--- config.mk ---
export PLATFORM = sky130hd
export DESIGN_NAME = seq_detect_sched
export DESIGN_NICKNAME = d
export VERILOG_FILES = /design/src/rtl/seq_detect_sched.sv
export SDC_FILE = /design/constraint.sdc
export NUM_CORES = 1
export LEC_CHECK = 0
export CAP_MARGIN = 40
export CORE_ASPECT_RATIO = 1.4
export CORE_MARGIN = 2
export CORE_UTILIZATION = 49
export CTS_CLUSTER_SIZE = 12
export DETAILED_ROUTE_END_ITERATION = 8
export MAX_ROUTING_LAYER = met4
export PLACE_DENSITY = 0.76
export SETUP_SLACK_MARGIN = 0.15
export SLEW_MARGIN = 25
export SYNTH_ARGS = -nofsm -noshare
export SYNTH_HDL_FRONTEND = slang
export SYNTH_SLANG_ARGS = --single-unit
--- constraint.sdc ---
create_clock -name clk -period 3.5 [get_ports clk]
set_input_delay 0.7 -clock clk [delete_from_list [all_inputs] [get_ports clk]]
set_output_delay 0.7 -clock clk [all_outputs]
set_load 0.01 [all_outputs]
--- src/rtl/seq_detect_sched.sv ---
// seq_detect_sched: one overlapping pattern-match engine time-shared among
// NCH serial channels by a round-robin arbiter. Each channel keeps its own
// bit history and fill count, so it behaves like a standalone Mealy
// detector. Matches are reported one cycle after the completing bit, tagged
// with the channel, and tallied in a saturating counter.
module seq_detect_sched #(
    parameter int              NCH     = 4,
    parameter int              PLEN    = 4,
    parameter logic [PLEN-1:0] PATTERN = 4'b1010,
    parameter int              CNT_W   = 16
) (
    input  logic                     clk,
    input  logic                     reset,
    input  logic                     en,
    input  logic [NCH-1:0]           ch_valid,
    input  logic [NCH-1:0]           ch_bit,
    output logic [NCH-1:0]           ch_ready,
    input  logic                     cnt_clr,
    output logic                     match,
    output logic [$clog2(NCH)-1:0]   match_ch,
    output logic [CNT_W-1:0]         match_cnt,
    output logic                     busy
);

    localparam int IDX_W  = $clog2(NCH);
    // PLEN-1 always fits in clog2(PLEN) bits for PLEN >= 2
    localparam int FILL_W = $clog2(PLEN);
    localparam logic [FILL_W-1:0] FILL_MAX = FILL_W'(PLEN - 1);

    logic [IDX_W-1:0]  last_gnt;
    logic [PLEN-2:0]   hist [NCH];
    logic [FILL_W-1:0] fill [NCH];

    logic              gnt_any;
    logic [IDX_W-1:0]  gnt_idx;
    logic              hit;

    // Channel index reached by stepping off positions past base, modulo NCH.
    function automatic logic [IDX_W-1:0] wrap_idx(input int base, input int off);
        int s;
        s = (base + off) % NCH;
        return IDX_W'(s);
    endfunction

    // Round-robin search starting just after the last granted channel.
    always_comb begin
        ch_ready = '0;
        gnt_any  = 1'b0;
        gnt_idx  = '0;
        if (en) begin
            for (int i = 1; i <= NCH; i++) begin
                if (!gnt_any && ch_valid[wrap_idx(int'(last_gnt), i)]) begin
                    gnt_any = 1'b1;
                    gnt_idx = wrap_idx(int'(last_gnt), i);
                end
            end
        end
        if (gnt_any) ch_ready[gnt_idx] = 1'b1;
    end

    // A match needs a full window: the fill guard stops the zeroed reset
    // history from completing patterns that begin with zeros.
    always_comb begin
        hit = gnt_any
              && ({hist[gnt_idx], ch_bit[gnt_idx]} == PATTERN)
              && (fill[gnt_idx] == FILL_MAX);
    end

    // Per-channel context and arbiter pointer; only the granted channel moves.
    always_ff @(posedge clk or posedge reset) begin
        if (reset) begin
            last_gnt <= IDX_W'(NCH - 1);
            for (int c = 0; c < NCH; c++) begin
                hist[c] <= '0;
                fill[c] <= '0;
            end
        end else if (gnt_any) begin
            last_gnt      <= gnt_idx;
            // keep the newest PLEN-1 bits; history survives a match for overlap
            hist[gnt_idx] <= (PLEN-1)'({hist[gnt_idx], ch_bit[gnt_idx]});
            if (fill[gnt_idx] != FILL_MAX)
                fill[gnt_idx] <= fill[gnt_idx] + 1'b1;
        end
    end

    // Registered match report, busy flag and saturating counter. The counter
    // steps on the same edge that raises match, so both become visible together.
    always_ff @(posedge clk or posedge reset) begin
        if (reset) begin
            match     <= 1'b0;
            match_ch  <= '0;
            match_cnt <= '0;
            busy      <= 1'b0;
        end else begin
            match <= hit;
            busy  <= gnt_any;
            if (hit) match_ch <= gnt_idx;
            if (cnt_clr)
                match_cnt <= '0;
            else if (hit && (match_cnt != '1))
                match_cnt <= match_cnt + 1'b1;
        end
    end

endmodule

; Word-level counts from Yosys, hierarchy flattened
; Index checks and enable logic that the tools add are counted.
[totals]
out_inout_bits = 24
ff_bits = 42
input_bits = 12
wordCells = 85
[op_classes]
bitwise = 1
mux = 40
reduce_logical = 13
n_eq_ne = 4
add_sub_neg = 6
order_cmp = 8
[op_table]
columns = operator, n
row1 = two-way mux 16 bit, 2
row2 = "adder 16 x 1 -> 16 bit, second input constant", 1
row3 = two-way mux 2 bit, 8
row4 = "!= test 16 bit, second input constant", 1
row5 = "< comparator 2 x 3 -> 1 bit, second input constant", 5
row6 = two-way mux 1 bit, 14
row7 = bitwise mux 12 bit, 1
row8 = binary-select mux 1 bit (select 2 bit), 5
row9 = two-way mux 3 bit, 3
row10 = bitwise mux 8 bit, 1
row11 = logical AND 1 bit, 8
row12 = "adder 2 x 1 -> 2 bit, second input constant", 3
row13 = binary-select mux 3 bit (select 2 bit), 1
row14 = demux 3 bit (select 2 bit), 1
row15 = "adder 2 bit, second input constant", 2
row16 = binary-select mux 2 bit (select 2 bit), 1
row17 = demux 2 bit (select 2 bit), 1
row18 = "== test 4 bit, second input constant", 1
row19 = two-way mux 4 bit, 1
row20 = "greater-or-equal comparator 3 bit, second input constant", 1
row21 = logical NOT 1 bit, 3
row22 = "< comparator 3 x 1 -> 1 bit, second input constant", 1
row23 = NOT 2 -> 3 bit, 1
row24 = demux 1 bit (select 2 bit), 1
row25 = other kinds (5), 5

; Depth between registers and ports, before layout
[depth]
ltp_word = 27
depth_mapped = 15
depth_no_buf = 14

; Least setup slack after synthesis
; OpenSTA, ideal clock, no wires.
[synth_timing]
path_kind = input-to-reg
from = input port ch_valid[3]
to = register match_cnt[10]
path_buffers = 1
path_slack_ns = -0.020
t_required_ns = 3.372
arrival_ns = 3.392
setup_time_ns = 0.128
stages = 14
path_cell_list = and2b_4 -> o21a_2 -> o31ai_4 -> nand2_1 -> and3_1 -> a31oi_1 -> ha_1 -> nand2_1 -> a41o_1 -> a31oi_1 -> nand3b_1 -> buf_2 -> nor4_1 -> mux2_1
[synth_between]
elab_chain_cells = 25
word_cells_on_any_way = 42
classes_between = eq/ne (2) / mux (29) / bitwise (1) / reduce/logical (10)
[synth_rtl]
columns = element, line
row1 = from (decl), 15  ; input logic [NCH-1:0] ch_valid,
row2 = binary-select mux 1 bit (select 2 bit), 52  ; if (!gnt_any && ch_valid[wrap_idx(int'(last_gnt), i)]) begin
row3 = two-way mux 1 bit (not written as such), 52
row4 = two-way mux 1 bit, 52
row5 = two-way mux 1 bit, 50  ; if (en) begin
row6 = logical NOT 1 bit, 52
row7 = logical AND 1 bit, 52
row8 = two-way mux 1 bit, 52
row9 = two-way mux 1 bit, 50
row10 = (+8 left out), -
row11 = NOT 2 -> 3 bit (not written as such), "65, 66"
row12 = binary-select mux 3 bit (select 2 bit), 65  ; && ({hist[gnt_idx], ch_bit[gnt_idx]} == PATTERN)
row13 = two-way mux 3 bit (2 in series), -
row14 = == test 4 bit, 65
row15 = logical AND 1 bit, 65
row16 = logical AND 1 bit (*), 66  ; && (fill[gnt_idx] == FILL_MAX);
row17 = logical AND 1 bit (*), 100  ; else if (hit && (match_cnt != '1))
row18 = nonzero test 2 bit (no line) (*), -
row19 = to (signal assigned), 101  ; match_cnt <= match_cnt + 1'b1;
row20 = to (decl), 21  ; output logic [CNT_W-1:0] match_cnt,
; Every way passes the cells marked *; elsewhere a longest branch is shown, timed or not. The select of a mux whose other input is x is not followed.
; A chain may end at the register's enable or synchronous reset.

; Worst setup path in the final report
[layout_timing]
from = input port ch_valid[2]
to = register match_cnt[3]
[layout_between]
word_cells_on_any_way = 42
classes_between = eq/ne (2) / mux (29) / bitwise (1) / reduce/logical (10)
[layout_lines]
columns = element, line
row1 = binary-select mux 1 bit (select 2 bit), 52
row2 = two-way mux 1 bit (not written as such), 52
row3 = two-way mux 1 bit, 52
row4 = two-way mux 1 bit, 50
row5 = logical NOT 1 bit, 52
row6 = logical AND 1 bit, 52
row7 = two-way mux 1 bit, 52
row8 = two-way mux 1 bit, 50
row9 = (+5 left out), -
row10 = logical AND 1 bit, 52
row11 = two-way mux 1 bit (*), 52
row12 = two-way mux 1 bit (*), 50
row13 = via gnt_any, 34  ; logic gnt_any;
row14 = logical AND 1 bit (*), 65
row15 = logical AND 1 bit (*), 66
row16 = logical AND 1 bit (*), 100
row17 = nonzero test 2 bit (no line) (*), -
; Mark *: on every way through the listed nets, which the timed path passes. The rest lies on a longest branch. The select of a mux whose other input is x is not followed.

==> reports/metrics.cfg <==
[worst_setup_path]
critPathLaunchType = input pin
cpLargestDelayFamily = simple AND/OR/NAND/NOR gates
crit_path_start = ch_valid[2]
cpMostUsedCell = o31ai_4
end_kind = flop
crit_buf_inv = 3
cp_slowest_cell = mux2_1
cp.arrival_ns = 3.54
crit_path_cell_trace = clkdlybuf4s15_1, or2_4, o31ai_4, inv_2, o31ai_4, nand2_1, and3_4, a31oi_4, ha_2, nand2_2, a41o_1, a31oi_2, nand3b_1, buf_4, nor4_2, mux2_1
r2r_start = last_gnt[0]
cp_max_fo = 5
critPathMaxStageDelay_ns = 0.34
cp_data_required_time_ns = 3.69
crit_type = input pin to flop

[layout]
final_util_pct = 72.95
layout-drive-gt1-share_pct = 35.07
fin_nets = 358
antenna_cells = 0
area_delta_synth_final_pct = 42.07

[clock_network]
htree_levels = 2
clock_path_buffers = 2
hold_buffers = 0
clock-sinks = 42
cts_root_buf = clkbuf_8
numCtsBuffers = 5
cts_tree = yes
cts.clk_slew.worst_paths_ns = 0.09
clkLatencyLatePin_ns = 0.30

[power]
cellLeakagePower_uw = 0.001618
powerDensity_nw_per_um2 = 542.7
peakVddDrop_uv = 404.9

[logic_synthesis]
synth_area_per_cell_um2 = 9.825
ys_top_cells_by_area = dfrtp_1 40%, mux2_2 5.8%, nand2_1 4.6%
synth_top_area_share_pct = 39.64
syn-cell-area_um2 = 2525
seq_area_frac_synth_pct = 41.72
netlist-cell-type-count = 56
syn_inst = 257
synth_edf_count = 0
synthFlopType = dfrtp_1
postSynthNetCount = 271
synthArstFlopShare_pct = 100.0
yosysTopAreaCell = dfrtp_1
yosysWarningCount = 0
synth_seq_cells = 42

[min_path]
min-delay-start = fill[2]
hp-class = flop to flop

[detailed_routing]
drc = 0
wl_um = 6761
vias = 2367
drt_iter0_markers = 131
antenna_left = 0
wl_per_cell_um = 16.53
viasPerCell = 5.787
dr.pass1.iters = 4

[placement]
gp_congestion = 0.9448
pre_cts_ws_ns = -0.5766
portBuffers = 35
hpwl_um = 4553

[grt]
first_global_vias = 2350
met1_usage_pct = 27.49
gr-max-usage-layer = met2
overflow = 0
grt_use_total_pct = 25.16
antenna_found_initial = 0
met3_usage_pct = 3.904
globalRouteMet2Util_pct = 45.36
grt_max_degree = 43
grt_pass1_wl_um = 10880

[sta]
finalCritPeriodShare_pct = 95.64
worst_slack_ns = 0.1526
hold_ws_ns = 0.4757
period_needed_ns = 3.347
slew_headroom_pct = 63.43
hold_viol = 0
fin_tns_setup_ns = 0
finalSetupViolCount = 0
rsz0062_at_grt = true
fmax_mhz = 298.7
tightest_slew_ns = 0.5444
finalMaxSlewViolations = 0
fin_skew_ns = 0.009847

[die]
die_area_um2 = 5751
die_y_um = 88.94
start_util_pct = 51.35
coreArea_um2 = 4917
die_w_um = 64.67
ioPinCount = 36
row_count = 30

[outcome]
status = finished clean

[job]
maxCapViolations = 0

synth_stat cells, drive strengths merged (2+ instances only):
master,count
nand2,32
xor2,3
nor2,26
dfstp,2
mux2i,4
and3,7
mux2,22
nor4,11
a21boi,2
a31oi,5
nand4,9
buf,5
inv,11
o21ai,7
clkbuf,3
o31ai,7
o211ai,2
nand2b,2
nor2b,14
o21a,2
nand3,11
ha,2
dfrtp,40
nor3,3
a21oi,10
sequential cells by signal, indices dropped and copies added (netlist names):
| name | count |
|---|---|
| last_gnt | 2 |
| fill | 8 |
| match_cnt | 16 |
| busy | 1 |
| match_ch | 2 |
| match | 1 |
| hist | 12 |
cell usage in the layout, fill, tap and decap left out, drive strengths merged, types with 3 or more instances in the layout:
master and count:
a21oi 10, a31oi 5, and3 7, buf 55, clkbuf 5, clkdlybuf4s50 30, dfrtp 40, inv 11
mux2 22, mux2i 4, nand2 32, nand3 11, nand4 9, nor2 26, nor2b 14, nor3 3
nor4 11, o21ai 7, o31ai 7, xor2 3
through the flow:
step	cells	total power, uW	area, um2
floorplan	257	1143	2560
detailed placement	392	1455	3289
global placement	391	1435	3274
global route	409	2059	3587
finish	409	1947	3587
CTS	409	1843	3468
layout make-up:
type,instances,area (um2)
Inverter,11,41.29
Tap cell,64,80.08
Clock inverter,3,21.27
Timing Repair Buffer,88,774.5
Multi-Input combinational cell,196,1548
Sequential cell,42,1054
Fill cell,345,1330
Clock buffer,5,68.82
path summary, 6_finish.rpt:
| check | end | slack (ns) | cells past startpoint |
|---|---|---|---|
| hold reg to reg | fill[2] | 0.48 | 1 |
| setup reg to reg | match_cnt[3] | 0.20 | 14 |
| setup / recovery | match_cnt[3] | 0.15 | 16 |
| min in group asynchronous | match_cnt[3] | 0.84 | 3 |
| hold / removal | fill[2] | 0.48 | 1 |
| max in group asynchronous | match_cnt[12] | 2.29 | 3 |
routing by layer:
| layer | vias to the layer above | wire length [um] |
|---|---|---|
| met1 | 1185 | 2646 |
| met3 | 14 | 191 |
| met5 | - | 0 |
| met2 | 65 | 3773 |
| li1 | 1103 | - |
| met4 | 0 | 150 |
kinds of logic after synthesis:
group           after synthesis  synth area share, %
compound gates               43                14.47
mux                          26                11.55
simple gates                122                26.31
buf+inv                      19                3.915
flops                        42                41.72
xor+xnor                      3                1.041
fa+ha+maj                     2               0.9909
where the power goes:
group | leakage, uW | switching (uW) | internal (uW)
registers | 0.000542 | 97.0 | 616
clock network | 0.0000441 | 180 | 140
logic | 0.00103 | 466 | 447
total | 0.00162 | 743 | 1200
timing repair:
| action | 4_1_cts | 5_1_grt |
|---|---|---|
| gates cloned | 1 | 0 |
| buffers inserted | 8 | 0 |
| resized for setup | 20 | 21 |
| setup endpoints to repair | 20 | 15 |
| pin swaps | 10 | 4 |
Note: power is estimated with default switching activity, not from simulation.
